## src/rtl/pcie_bram_wr_ctrl.sv

```systemverilog
// PCIe-to-BRAM write controller: drains complete TLPs from a non-FWFT FIFO
// into a registered BRAM write port; local user writes run when PCIe is idle.
`ifndef BRAM_DATA_WIDTH
`define BRAM_DATA_WIDTH 32
`endif
`ifndef BRAM_ADDR_WIDTH
`define BRAM_ADDR_WIDTH 16
`endif
`ifndef BRAM_KEEP_WIDTH
`define BRAM_KEEP_WIDTH 4
`endif
`ifndef FIFO_DATA_WIDTH
`define FIFO_DATA_WIDTH (`BRAM_KEEP_WIDTH + `BRAM_ADDR_WIDTH + `BRAM_DATA_WIDTH)
`endif

module pcie_bram_wr_ctrl #(
   parameter int unsigned MAX_WORDS   = 256,
   parameter int unsigned TIMEOUT_CYC = 1024
) (
   input  logic                         CLK,
   input  logic                         RST_N,
   input  logic                         MEM_WR_REQ,
   output logic                         MEM_WR_ACK,
   output logic                         FIFO_RD_EN,
   input  logic [`FIFO_DATA_WIDTH-1:0]  FIFO_RD_DATA,
   input  logic                         FIFO_RD_EMPTY,
   input  logic                         USR_WR_REQ,
   input  logic [`BRAM_ADDR_WIDTH-1:0]  USR_WR_ADDR,
   input  logic [`BRAM_DATA_WIDTH-1:0]  USR_WR_DATA,
   input  logic [`BRAM_KEEP_WIDTH-1:0]  USR_WR_KEEP,
   output logic                         USR_WR_GNT,
   output logic                         BRAM_EN,
   output logic [`BRAM_KEEP_WIDTH-1:0]  BRAM_WE,
   output logic [`BRAM_ADDR_WIDTH-1:0]  BRAM_ADDR,
   output logic [`BRAM_DATA_WIDTH-1:0]  BRAM_DIN,
   output logic [8:0]                   WORD_CNT,
   output logic                         BUSY,
   output logic                         ERR_TIMEOUT
);

   localparam int unsigned DW  = `BRAM_DATA_WIDTH;
   localparam int unsigned AW  = `BRAM_ADDR_WIDTH;
   localparam int unsigned KW  = `BRAM_KEEP_WIDTH;
   localparam int unsigned PCW = $clog2(MAX_WORDS + 1);
   localparam int unsigned TCW = $clog2(TIMEOUT_CYC + 1);
   localparam logic [PCW-1:0] POP_MAX   = PCW'(MAX_WORDS);
   localparam logic [TCW-1:0] IDLE_LAST = TCW'(TIMEOUT_CYC - 1);

   typedef enum logic [1:0] {
      IDLE,
      DRAIN,
      FLUSH,
      ACK
   } state_t;

   state_t           state_q, state_d;
   logic [PCW-1:0]   pop_cnt_q, pop_cnt_d;
   logic [TCW-1:0]   idle_q, idle_d;
   logic [8:0]       wr_cnt_q, wr_cnt_d;
   logic [8:0]       word_cnt_q;
   logic             pop_dly_q;
   logic             hold_q;
   logic             err_q;
   logic             gnt_q;
   logic             bram_en_q;
   logic [KW-1:0]    bram_we_q;
   logic [AW-1:0]    bram_addr_q;
   logic [DW-1:0]    bram_din_q;

   logic             rd_en;
   logic             usr_go;
   logic             clr_cnt;
   logic             timeout;

   // Pops are counted when issued (pop_cnt) so the MAX_WORDS cap is exact even
   // though the matching BRAM write, and wr_cnt, land one cycle later.
   always_comb begin
      state_d   = state_q;
      pop_cnt_d = pop_cnt_q;
      idle_d    = idle_q;
      rd_en     = 1'b0;
      usr_go    = 1'b0;
      clr_cnt   = 1'b0;
      timeout   = 1'b0;
      unique case (state_q)
         IDLE: begin
            if (MEM_WR_REQ && !hold_q) begin
               state_d   = DRAIN;
               pop_cnt_d = '0;
               idle_d    = '0;
               clr_cnt   = 1'b1;
            end else if (!MEM_WR_REQ && USR_WR_REQ) begin
               usr_go = 1'b1;
            end
         end
         DRAIN: begin
            rd_en = !FIFO_RD_EMPTY && (pop_cnt_q < POP_MAX);
            if (rd_en) pop_cnt_d = pop_cnt_q + PCW'(1);
            if (pop_cnt_q == POP_MAX) begin
               state_d = FLUSH;
            end else if (FIFO_RD_EMPTY) begin
               if (pop_cnt_q != '0) begin
                  state_d = FLUSH;
               end else if (idle_q == IDLE_LAST) begin
                  timeout = 1'b1;
                  state_d = ACK;
               end else begin
                  idle_d = idle_q + TCW'(1);
               end
            end
         end
         FLUSH:   state_d = ACK;
         ACK:     state_d = IDLE;
         default: state_d = IDLE;
      endcase
   end

   always_comb begin
      wr_cnt_d = wr_cnt_q;
      if (clr_cnt) wr_cnt_d = '0;
      else if (pop_dly_q && (wr_cnt_q != 9'h1FF)) wr_cnt_d = wr_cnt_q + 9'd1;
   end

   always_ff @(posedge CLK or negedge RST_N) begin
      if (!RST_N) begin
         state_q    <= IDLE;
         pop_cnt_q  <= '0;
         idle_q     <= '0;
         wr_cnt_q   <= '0;
         word_cnt_q <= '0;
         pop_dly_q  <= 1'b0;
         hold_q     <= 1'b0;
         err_q      <= 1'b0;
      end else begin
         state_q    <= state_d;
         pop_cnt_q  <= pop_cnt_d;
         idle_q     <= idle_d;
         wr_cnt_q   <= wr_cnt_d;
         pop_dly_q  <= rd_en;
         // Blocks re-entry in the cycle after ACK while the requester drops MEM_WR_REQ.
         hold_q     <= (state_q == ACK);
         err_q      <= err_q | timeout;
         if (state_q == ACK) word_cnt_q <= wr_cnt_q;
      end
   end

   always_ff @(posedge CLK or negedge RST_N) begin
      if (!RST_N) begin
         gnt_q       <= 1'b0;
         bram_en_q   <= 1'b0;
         bram_we_q   <= '0;
         bram_addr_q <= '0;
         bram_din_q  <= '0;
      end else begin
         gnt_q     <= usr_go;
         bram_en_q <= 1'b0;
         bram_we_q <= '0;
         if (pop_dly_q) begin
            bram_en_q   <= 1'b1;
            bram_we_q   <= FIFO_RD_DATA[DW+AW+KW-1:DW+AW];
            bram_addr_q <= FIFO_RD_DATA[DW+AW-1:DW];
            bram_din_q  <= FIFO_RD_DATA[DW-1:0];
         end else if (usr_go) begin
            bram_en_q   <= 1'b1;
            bram_we_q   <= USR_WR_KEEP;
            bram_addr_q <= USR_WR_ADDR;
            bram_din_q  <= USR_WR_DATA;
         end
      end
   end

   assign MEM_WR_ACK  = (state_q == ACK);
   assign BUSY        = (state_q != IDLE);
   assign FIFO_RD_EN  = rd_en;
   assign USR_WR_GNT  = gnt_q;
   assign BRAM_EN     = bram_en_q;
   assign BRAM_WE     = bram_we_q;
   assign BRAM_ADDR   = bram_addr_q;
   assign BRAM_DIN    = bram_din_q;
   assign WORD_CNT    = word_cnt_q;
   assign ERR_TIMEOUT = err_q;

endmodule

```

## config.mk

```make
export PLATFORM = sky130hd
export DESIGN_NAME = pcie_bram_wr_ctrl
export DESIGN_NICKNAME = d
export VERILOG_FILES = /design/src/rtl/pcie_bram_wr_ctrl.sv
export SDC_FILE = /design/constraint.sdc
export NUM_CORES = 1
export LEC_CHECK = 0
export ABC_CLOCK_PERIOD_IN_PS = 2800
export CORE_MARGIN = 2
export CORE_UTILIZATION = 45
export CTS_BUF_LIST = sky130_fd_sc_hd__clkbuf_16
export CTS_CLUSTER_DIAMETER = 40
export DETAILED_ROUTE_END_ITERATION = 10
export PLACE_DENSITY = 0.81
export SKIP_LAST_GASP = 1
export SYNTH_ARGS = -nofsm -noshare
export SYNTH_HDL_FRONTEND = slang
export SYNTH_SLANG_ARGS = --single-unit
```

## constraint.sdc

```tcl
create_clock -name CLK -period 2.8 [get_ports CLK]
set_input_delay 0.56 -clock CLK [delete_from_list [all_inputs] [get_ports CLK]]
set_output_delay 0.56 -clock CLK [all_outputs]
set_load 0.01 [all_outputs]
```

# Word level (Yosys, flattened, before mapping)
# Cells that the tools add are included.
classes:
  order_cmp: 1
  bitwise_logic: 1
  n_reduce_logical: 16
  n_eq_ne: 14
  n_addsub: 3
  muxes: 36
op_table:
  columns: ["cell", "count"]
  rows:
  - ["$mux 32", 2]
  - ["$mux 11", 5]
  - ["$mux 9", 4]
  - ["$mux 16", 2]
  - ["$pmux 11 s2", 1]
  - ["$add 9x1->9 const B", 2]
  - ["$pmux 9 s2", 1]
  - ["$mux 1", 13]
  - ["$ne 2x2->1 const B", 6]
  - ["$add 11x1->11 const B", 1]
  - ["$eq 11x10->1 const B", 1]
  - ["$mux 2", 5]
  - ["$eq 9x9->1 const B", 1]
  - ["$lt 9x9->1 const B", 1]
  - ["$ne 9x9->1 const B", 1]
  - ["$reduce_bool 9->1", 1]
  - ["$mux 4", 2]
  - ["$pmux 2 s4", 1]
  - ["$reduce_bool 2->1", 4]
  - ["$reduce_and 3->1", 2]
  - ["$reduce_and 6->1", 1]
  - ["$eq 2x2->1 const B", 2]
  - ["$logic_and 1x1->1", 4]
  - ["$ne 4x4->1 const B", 1]
  - ["5 further kinds", 7]
word_totals:
  output_inout_bits: 67
  wordCells: 84
  inputBits: 109
  reg_bits: 97

# Depth between registers and ports, before layout
logic_depth:
  word_depth: 7
  mapped_depth: 8
  mapped_depth_nobuf: 8

# Least setup slack after synthesis
# OpenSTA, ideal clock, no wires.
synth_timing:
  path_kind: "register -> register"
  from: "register pop_cnt_q[0]"
  to: "register idle_q[10]"
  t_arrival_ns: 2.017
  path_stages_with_launch: 8
  period_less_slack_ns: 2.140
  path_buffers: 1
  setup_time_ns: 0.123
  t_required_ns: 2.677
  slack_ns: 0.660
  cell_sequence: "dfrtp_1 -> inv_1 -> ha_1 -> or4b_4 -> or2_0 -> clkbuf_2 -> or3_4 -> o221a_2"
synth_between:
  elab_chain_len: 3
  word_cells_on_any_way: 5
  cone_classes: "eq/ne: 3; reduce/logical: 2"
synth_lines:
  columns: ["item", "line", "rtl"]
  rows:
  - ["from (decl)", "57", "logic [PCW-1:0] pop_cnt_q, pop_cnt_d;"]
  - ["from (signal assigned)", "136", "pop_cnt_q <= pop_cnt_d;"]
  - ["$eq 9x9->1 or $reduce_bool 9->1 (tied branches)", "99, 102", null]
  - ["$ne 2x2->1 (no line)", null, null]
  - ["$reduce_and 6->1 (no line) (*)", null, null]
  - ["to (signal assigned)", "137", "idle_q <= idle_d;"]
  - ["to (decl)", "58", "logic [TCW-1:0] idle_q, idle_d;"]
# Mark *: on every way between the ends. The rest lies on a longest branch, timed or not.
# A chain may end at the register's enable or synchronous reset.

# Worst setup path after layout
layout_timing:
  from: "register state_q[1]"
  to: "output port FIFO_RD_EN"
layout_between:
  elab_chain_len: 2
layout_lines:
  columns: ["item", "line", "rtl"]
  rows:
  - ["from (decl)", "56", "state_t state_q, state_d;"]
  - ["from (signal assigned)", "135", "state_q <= state_d;"]
  - ["$eq 2x1->1", "85", "unique case (state_q)"]
  - ["$mux 1", "85", null]
  - ["to (decl)", "24", "output logic FIFO_RD_EN,"]
# No other way between the ends.

==> run summary <==
Slew @ Worst Pin - 0.6385 ns
Hold buffer count at cts - 0
DP Cell Count - 763
Largest net degree at the start of global routing - 78
Effective utilization at floorplan - 46.15%
Post-DR vias/cell - 5.484
Final period util - 92.29%
Worst Hold Class - input pin to async pin
Ranking of synthesized cells by area - dfrtp_1 (51%), mux2i_1 (10%), o21ai_0 (6.1%)
CTS Root Buffer Type - clkbuf_16
Clock latency on the worst-skew pair - 0.33 ns
Final wirelength - 13.35 mm
# rows - 37
Die footprint - 0.01143 mm^2
Crit path from - state_q[1]$_DFFE_PN0P_
Congestion Overflow GR - 0
1st-iter DRT viols - 254
CTS Buffer Depth - 2
R2r worst-path depth - 6
Area share of fa/ha/maj cells after synthesis - 2.363%
Clock transition at the registers of the reported paths - 0.07 ns
Tot Pwr - 6025 uW
Diode count - 0
Async S/R FF share, synth - 100.0%
Setup Skew - 0.01014 ns
Post-synthesis mux area share - 12.45%
GRT Util Overall - 23.14%
# Max-Cap Violations - 0
Num CTS Buffers - 9
Final Util - 67.65%
Yosys warnings - 0
Vias in the first global route - 4121
Synth Flop Type - dfrtp_1
Post-Syn Instances - 469
Largest family of logic cells by synthesized area - simple AND/OR/NAND/NOR gates
Non-filler cells in the finished layout - 779
Pint - 3948 uW
# setup viols final - 0
Core Area - 0.01032 mm^2
Vias - 4272
Clock power share - 20.2%
Dpl hpwl - 9.915 mm
Drt drc - 0
Area Overhead vs Synth - 46.59%
First-pass GRT wire length - 20.89 mm
Post-synth EDFFs - 0
Drt pass-1 iters - 5
Post-synthesis simple-gate area fraction - 16.05%
WL per Instance - 17.14 um
Htree depth - 3
Final nets - 756
Clock period minus worst slack - 2.584 ns
CTS tree - done
Yosys reg bits - 97
Compound-Gate Fraction of Synth Area - 13.60%
CP Data Arrival Time - 2.02 ns
Die H - 106.9 um
Pins Over Slew Limit - 0
Sequential-to-total area share from yosys stat - 50.95%
Pwr Density - 862.6 mW/mm^2
Clock sinks - 97
Boundary pin count - 176
Switching pwr - 2076 uW
P_leak - 0.003141 uW
Syn_nets - 587
CP max FO - 11
Mapped cell area - 0.004765 mm^2
Setup ws final - 0.2159 ns
Synth top area share - 50.95%
Outcome - finished, final reports clean
Port buffer count - 175
RSZ-0062 raised after global routing - no
Hold Fails Final Rpt - 0
Worst flop-to-flop path startpoint - state_q[0]$_DFFE_PN0P_
Worst reg2reg setup slack - 0.43 ns
Worst setup EP type - output port
Part of the power in combinational logic - 42.8%
Post-Syn Area per Cell - 10.16 um^2
Fraction of layout cells with a size suffix above 1 - 6.998%
Antenna violations before repair - 0
Gpl congestion - 0.8609
Sw frac - 34.46%
Routed Antenna Nets - 0
Max Clk Rate - 387.0 MHz
Die W - 106.9 um
CP Class - flip-flop to output port
Post-synthesis xor/xnor area fraction - 1.471%
Largest area contributor in the netlist - dfrtp_1
Place WS - 0.03615 ns
Synth unique cells - 55
Critical path launch point type - flip-flop
Slew margin rel. - 57.43%
Sequential Power Share - 37.0%
Final TNS setup - 0 ns
Worst reg2reg endpoint - pop_cnt_q[5]$_DFFE_PN0P_
CP Data Required Time - 2.24 ns
VDD IR-drop max - 0.5167 mV
Worst setup path end - FIFO_RD_EN
-- synth_stat cells (3+ instances only) --
master and n:
o311ai_0 4, nand4b_1 4, mux2i_1 48, or3_1 7
xor2_1 3, buf_1 3, and2_1 4, nor2_1 15
nor3_1 8, o221ai_1 3, mux2_2 10, a221o_1 4
nand2_1 73, nand2b_1 5, o21ai_0 58, inv_1 10
nand4_1 6, nand3_1 6, clkbuf_1 23, a21oi_1 14
dfrtp_1 97, xnor2_1 5, ha_1 9, a211oi_1 3
nor2b_1 5, and3_1 3
-- worst max-delay path, cell delays in order (launching register included) --
cell and delay [ns]:
dfrtp_1 0.41, inv_1 0.12, ha_2 0.31, nand2_1 0.10, inv_1 0.18, clkdlybuf4s50_1 0.58
-- registers in the layout, indices dropped and copies added, names as in the netlist, 2 cells and up --
signal     count
BRAM_ADDR     16
BRAM_DIN      32
BRAM_WE        4
WORD_CNT       9
idle_q        11
pop_cnt_q      9
state_q        2
wr_cnt_q       9
-- area by class of cell --
class	count	area, um^2
Fill cell	815	3339
Sequential cell	97	2429
Multi-Input combinational cell	333	2191
Timing Repair Buffer	186	1857
Clock buffer	9	225.2
Tap cell	136	170.2
Clock inverter	7	71.32
Inverter	11	41.29
-- repair_timing --
item                                    in CTS  in global routing
endpoints found under the setup margin       0                  1
gates resized for setup                      0                  1
buffers inserted                             0                  0
-- layer usage --
metal,global-route usage [%],vias to the layer above,wire length [um]
met5,0,-,0
met4,7.328,0,252
met2,40.13,167,6740
met3,5.046,18,1008
met1,28.83,2060,5348
li1,-,2027,-
-- cells by family after synthesis --
logic type	after synthesis
simple gates	152
flops	97
fa+ha+maj	9
compound gates	106
xor+xnor	8
buf+inv	39
mux	58
-- metrics by stage --
stage	area, um^2	hold WS (ns)
after floorplan	4765	0.2644
after global placement	6685	0.4937
after detailed placement	6685	0.4904
after CTS	6982	0.2589
after global routing	6984	0.2781
final	6984	0.2406
-- cells in the final DEF, fill, tap and decap left out, types with 2 or more instances in the layout --
| master | n |
|---|---|
| nand3_1 | 6 |
| nor2b_1 | 5 |
| buf_12 | 2 |
| nor4b_1 | 2 |
| xnor2_1 | 5 |
| inv_1 | 12 |
| nor3_1 | 8 |
| o211ai_1 | 2 |
| clkdlybuf4s50_1 | 174 |
| o221ai_1 | 3 |
| nand2b_1 | 5 |
| nor2_1 | 15 |
| nand2_1 | 73 |
| nand4b_1 | 4 |
| dfrtp_1 | 96 |
| o31ai_1 | 2 |
| and2_1 | 4 |
| nor4_1 | 2 |
| a211oi_1 | 3 |
| buf_4 | 10 |
| ha_1 | 8 |
| or4b_4 | 2 |
| nand4_1 | 6 |
| o311ai_0 | 4 |
| mux2i_1 | 48 |
| o2111ai_1 | 2 |
| o21ai_0 | 58 |
| clkbuf_16 | 9 |
| xor2_1 | 3 |
| or3_1 | 7 |
| a221o_1 | 4 |
| nand3b_1 | 2 |
| clkinv_4 | 2 |
| mux2_2 | 10 |
| or4_1 | 2 |
| a21oi_1 | 14 |
| and3_1 | 3 |
| a31oi_1 | 2 |
-- power groups by stage --
stage               clock network [uW]  registers (uW)  logic, uW
floorplan                            0            2350       1080
finish                            1220            2230       2580
CTS                               1250            2230       2590
global placement                     0            2220       2510
detailed placement                   0            2250       2580
global route                      1310            2300       2810
-- worst min path at each step --
stage                            startpoint  slack, ns                       end  cells after the start
floorplan                             RST_N       0.26  BRAM_ADDR[0]$_DFFE_PN0P_                      0
global placement    WORD_CNT[8]$_DFFE_PN0P_       0.49   WORD_CNT[8]$_DFFE_PN0P_                      1
detailed placement    ERR_TIMEOUT$_DFF_PN0_       0.49     ERR_TIMEOUT$_DFF_PN0_                      1
CTS                                   RST_N       0.26      USR_WR_GNT$_DFF_PN0_                      1
global route                          RST_N       0.28      BRAM_WE[2]$_DFF_PN0_                      1
finish                                RST_N       0.24      USR_WR_GNT$_DFF_PN0_                      1
Power figures use the tool's default switching activity.
